## src/rtl/fetch_unit.sv

```systemverilog
// Instruction fetch unit: issues word-aligned fetches under a two-credit
// limit, holds returned words in a 2-entry in-order buffer for decode, and
// discards responses that belong to a path flushed by a redirect.
module fetch_unit #(
  parameter logic [31:0] RESET_PC = 32'h0000_0000,
  parameter logic [31:0] NOP_INSN = 32'h0000_0013
) (
  input  logic        clk,
  input  logic        rst,
  input  logic        stall,
  input  logic        redirect,
  input  logic [31:0] redirect_pc,
  output logic        imem_req,
  output logic [31:0] imem_addr,
  input  logic        imem_ready,
  input  logic        imem_rvalid,
  input  logic [31:0] imem_rdata,
  output logic        valid,
  output logic [31:0] instruction,
  output logic [31:0] pc_address
);

  // Fetch pointer and the addresses of requests still in flight
  logic [31:0] pc;
  logic [31:0] af_addr [2];
  logic        af_rd;
  logic        af_wr;

  // Delivery buffer, head-indexed, holding {address, instruction}
  logic [31:0] buf_addr [2];
  logic [31:0] buf_insn [2];
  logic        head;
  logic [1:0]  count;

  // In-flight bookkeeping. drop_cnt is one bit wider than the nominal
  // 0..2 range so back-to-back redirects against a slow memory cannot wrap it.
  logic [1:0]  outstanding;
  logic [2:0]  drop_cnt;

  logic        issue;
  logic        pop;
  logic        accept;
  logic        tail;
  logic [2:0]  credit_used;
  logic [31:0] redirect_target;
  logic [31:0] reset_target;

  assign redirect_target = redirect_pc & 32'hFFFF_FFFC;
  assign reset_target    = RESET_PC & 32'hFFFF_FFFC;
  assign imem_addr       = pc;

  // Handshake qualifiers and the credit rule. A pop in this cycle frees its
  // slot, which is what lets a single-cycle memory stream one word per cycle.
  always_comb begin
    pop         = 1'b0;
    accept      = 1'b0;
    imem_req    = 1'b0;
    tail        = head ^ count[0];
    if ((count != 2'd0) && !stall && !redirect) begin
      pop = 1'b1;
    end else begin
      pop = 1'b0;
    end
    if (imem_rvalid && (drop_cnt == 3'd0) && !redirect) begin
      accept = 1'b1;
    end else begin
      accept = 1'b0;
    end
    credit_used = {1'b0, outstanding} + {1'b0, count} - {2'b00, pop};
    if (rst) begin
      imem_req = 1'b0;
    end else if (redirect) begin
      imem_req = 1'b0;
    end else if (credit_used < 3'd2) begin
      imem_req = 1'b1;
    end else begin
      imem_req = 1'b0;
    end
    issue = imem_req & imem_ready;
  end

  // Decode-facing view of the buffer head
  always_comb begin
    valid       = (count != 2'd0);
    instruction = NOP_INSN;
    pc_address  = 32'h0000_0000;
    if (valid) begin
      instruction = buf_insn[head];
      pc_address  = buf_addr[head];
    end else begin
      instruction = NOP_INSN;
      pc_address  = 32'h0000_0000;
    end
  end

  // Fetch pointer advance/redirect and the in-flight address FIFO
  always_ff @(posedge clk or posedge rst) begin
    if (rst) begin
      pc         <= reset_target;
      af_rd      <= 1'b0;
      af_wr      <= 1'b0;
      af_addr[0] <= 32'h0000_0000;
      af_addr[1] <= 32'h0000_0000;
    end else if (redirect) begin
      pc    <= redirect_target;
      af_rd <= 1'b0;
      af_wr <= 1'b0;
    end else begin
      if (issue) begin
        pc             <= pc + 32'd4;
        af_addr[af_wr] <= pc;
        af_wr          <= ~af_wr;
      end
      if (accept) begin
        af_rd <= ~af_rd;
      end
    end
  end

  // Delivery buffer push/pop; a redirect empties it
  always_ff @(posedge clk or posedge rst) begin
    if (rst) begin
      head        <= 1'b0;
      count       <= 2'd0;
      buf_addr[0] <= 32'h0000_0000;
      buf_addr[1] <= 32'h0000_0000;
      buf_insn[0] <= 32'h0000_0000;
      buf_insn[1] <= 32'h0000_0000;
    end else if (redirect) begin
      head  <= 1'b0;
      count <= 2'd0;
    end else begin
      if (accept) begin
        buf_addr[tail] <= af_addr[af_rd];
        buf_insn[tail] <= imem_rdata;
      end
      if (pop) begin
        head <= ~head;
      end
      count <= count + {1'b0, accept} - {1'b0, pop};
    end
  end

  // Outstanding and flushed-path response counters. On redirect every
  // pending response (old drops plus live requests, less one returning now)
  // becomes a drop.
  always_ff @(posedge clk or posedge rst) begin
    if (rst) begin
      outstanding <= 2'd0;
      drop_cnt    <= 3'd0;
    end else if (redirect) begin
      outstanding <= 2'd0;
      drop_cnt    <= drop_cnt + {1'b0, outstanding} + {2'b00, issue}
                     - {2'b00, imem_rvalid};
    end else begin
      outstanding <= outstanding + {1'b0, issue} - {1'b0, accept};
      if (imem_rvalid && (drop_cnt != 3'd0)) begin
        drop_cnt <= drop_cnt - 3'd1;
      end
    end
  end

endmodule

```

## config.mk

```make
export PLATFORM = sky130hd
export DESIGN_NAME = fetch_unit
export DESIGN_NICKNAME = d
export VERILOG_FILES = /design/src/rtl/fetch_unit.sv
export SDC_FILE = /design/constraint.sdc
export NUM_CORES = 1
export LEC_CHECK = 0
export BUFFER_PORTS_ARGS = -buffer_cell sky130_fd_sc_hd__buf_4
export CAP_MARGIN = 15
export CELL_PAD_IN_SITES_DETAIL_PLACEMENT = 0
export CELL_PAD_IN_SITES_GLOBAL_PLACEMENT = 1
export CORE_ASPECT_RATIO = 2
export CORE_MARGIN = 1
export CORE_UTILIZATION = 43
export CTS_CLUSTER_SIZE = 12
export DETAILED_ROUTE_END_ITERATION = 7
export PLACE_DENSITY = 0.78
export SLEW_MARGIN = 20
export SYNTH_ARGS = -nofsm -noshare
export SYNTH_HDL_FRONTEND = slang
export SYNTH_SLANG_ARGS = --single-unit
```

## constraint.sdc

```tcl
create_clock -name clk -period 10.5 [get_ports clk]
set_clock_uncertainty 0.15 [all_clocks]
set_input_delay 2.1 -clock clk [delete_from_list [all_inputs] [get_ports clk]]
set_output_delay 2.1 -clock clk [all_outputs]
set_load 0.005 [all_outputs]
```

==> flow_metrics.tcl <==
set metrics [dict create \
    core_um2 23820 \
    hold_buffers 0 \
    syn_to_final_growth_pct 19.13 \
    p_per_area_nw_per_um2 231.5 \
    slew_viol_final 0 \
    design_area_um2 12450 \
    ys_types 55 \
    cp.required_ns 8.25 \
    cts_buffer_depth 3 \
    antenna_cells 0 \
    p_total_mw 2.883 \
    violations "design-rule violations" \
    synth.area.top_cells "dfrtp_1, mux2_2, mux2i_1" \
    synth_ff_type "dfrtp_1" \
    pwr-share-comb_pct 28.2 \
    cts_tree "built" \
    p_int_mw 2.011 \
    rows 80 \
    wl_per_cell_um 17.63 \
    grt_use_met1_pct 22.98 \
    timing.final.crit_share_pct 59.97 \
    path_buf_inv 2 \
    die_w_um 112.3 \
    syn_area_um2 10450 \
    worstSkewPairLatency_ns 0.51 \
    synth-edff-count 0 \
    synth.top_cell.area_share_pct 53.62 \
    irDropWorstVdd_mv 0.1082 \
    slowest_stage "buf_4" \
    outcome "finished with violations" \
    avgSynthCellArea_um2 11.25 \
    io_pins 168 \
    path_cells "buf_4, nor3_1, ha_1, nand2b_1, fa_1, xnor2_1, nor3_1, buf_4" \
    cts.sinks 224 \
    tns_ns 0 \
    die_y_um 222.5 \
    p_sw_share_pct 30.27 \
    yosys_warnings 0 \
    setup_viol 0 \
    grt_antenna_before_repair 0 \
    p_seq_share_pct 47.6 \
    grt_start_max_net_pins 138 \
    place_inst 1325 \
    worstSetupStartpointType "input pin" \
    critPathTopFamily "adder cells" \
    fin_crit_ns 6.297 \
    ys_seq_area_share_pct 53.62 \
    critical_path_arrival_ns 4.05 \
    synthArstFlopShare_pct 100.0 \
    dpl_cell_area_um2 11850 \
    drtAntennaViolNets 0 \
    design.die.area_um2 24980 \
    post_cts_buffers 0 \
    end_kind "output pin" \
    yosysMostFrequentCell "dfrtp_1" \
    fmaxAchievable_ghz 0.1588 \
    cts_root_buf "clkbuf_16" \
    grt-ovfl-total 0 \
    ys_ff_latch 224 \
    worstSetupPathType "in -> out" \
    met3_usage_pct 2.264 \
    grt_pass1_vias 7346 \
    clock_power_share_pct 24.3 \
    hold_viol_final 0 \
    synthCells 929 \
    cp_slowest_stage_delay_ns 0.45 \
    gp_congestion 0.7728 \
    cts.clk_slew.worst_paths_ns 0.06 \
    grt-busiest-layer "met2" \
    netSwitchingPower_mw 0.8728 \
    final_layout_size_suffix_gt1_share_pct 30.14 \
    path_max_fanout 52 \
    final_nets 1146 \
    dr.pass1.iters 6 \
    leakage_nw 5.714 \
    remaining_drc_errors 12 \
    wirelength_mm 23.83 \
    start_util_pct 43.88 \
    use_met2_pct 36.41 \
    num_vias 7287 \
    drv_cap 0 \
    worst_pin_slew_ns 1.059 \
    track_usage_pct 19.66 \
    dr.first_iter.drc_count 390 \
    grt_pass1_wl_mm 38.81 \
    yosysTopAreaCell "dfrtp_1" \
    hold_class "reg -> reg" \
    slew_headroom_pct 29.15 \
    rsz0062_at_grt "false" \
    cts_resized 0 \
    drt-vias-per-instance 5.390 \
    netlist_top_cells_count "dfrtp_1, mux2_2, nand2_1" \
    io_buffers 161 \
    dp_hpwl_mm 15.90 \
    layout.cells.non_filler 1352 \
    htree_levels 1 \
    numCtsBuffers 22 \
    rrSetupSlack_ns 6.11 \
]
-- sequential cells by signal (all words and copies together) (netlist names) --
name and flops:
buf_insn 64, af_addr 60, buf_addr 60, imem_addr 30
drop_cnt 3, count 2, outstanding 2, af_rd 1
af_wr 1, head 1
-- power groups by stage --
stage	Sequential (mW)	Combinational (mW)	Clock, mW
6_report	1.37	0.812	0.700
5_1_grt	1.42	0.914	0.758
4_1_cts	1.38	0.831	0.726
3_5_place_dp	1.39	0.829	0
3_3_place_gp	1.37	0.806	0
2_1_floorplan	1.33	0.606	0
-- layout make-up --
| type | count | area, µm² |
|---|---|---|
| flip-flops and latches | 224 | 5609 |
| clock buffers | 27 | 600.6 |
| inverters | 19 | 78.83 |
| repair buffers | 170 | 1280 |
| well taps | 287 | 359.1 |
| multi-input cells | 625 | 4526 |
| fillers | 2208 | 11370 |
-- through the flow --
stage	worst slack [ns]	hold slack, ns	utilization [%]
after floorplan	2.116	0.2992	-
after global placement	4.024	0.3100	49.74
after detailed placement	4.021	0.3188	49.74
after CTS	4.180	0.3321	52.26
after global routing	4.053	0.3417	52.27
final	4.203	0.3280	52.27
-- kinds of logic (layout without fill, tap and decap cells) --
family,count (synthesis),in the layout,synth area share (%)
other,1,4,0.03587
DFF,224,224,53.62
AOI/OAI and AO/OA,129,129,7.397
muxes,215,215,22.03
adders and majority gates,14,14,1.891
and+or+nand+nor,252,252,10.71
buffers and inverters,83,216,3.387
xor gates and xnor gates,11,11,0.9216
-- cell usage in the layout, fill, tap and decap left out, types with 3 or more instances in the layout --
cell type    n
nand4_1     10
fa_1         3
nand2b_1     3
dfrtp_1    223
xnor2_1      5
conb_1       4
ha_1        11
a221o_1      7
mux2_2     115
and2_1       3
a21oi_1     10
nand2_1    109
xor2_1       6
o21ai_0     82
nor3_1       6
clkbuf_16   23
nand3_1     17
mux2i_1     94
nor2_1      81
o311ai_0     7
mux2_1       6
inv_1       16
o211ai_1     8
clkbuf_1     3
a32oi_1      3
buf_4      169
-- worst min-delay path: stages, from the launching register on --
cell,delay (ns)
dfrtp_1,0.34
nand2_1,0.05
o21ai_0,0.06
-- path summary, 6_finish.rpt --
kind                         startpoint           end  depth (start not counted)
setup / recovery               redirect      imem_req                          8
hold / removal             buf_addr[62]  buf_addr[62]                          2
setup reg to reg               count[0]   af_addr[61]                         11
hold reg to reg            buf_addr[62]  buf_addr[62]                          2
max in group asynchronous           rst   af_addr[14]                          3
min in group asynchronous           rst   drop_cnt[2]                          2
-- per-layer routing --
layer | vias to the layer above | part of all wire, %
li1 | 3486 | -
met1 | 3586 | 39
met2 | 180 | 54
met3 | 35 | 4.3
met4 | 0 | 2.9
met5 | - | 0
Power figures use the tool's default switching activity.
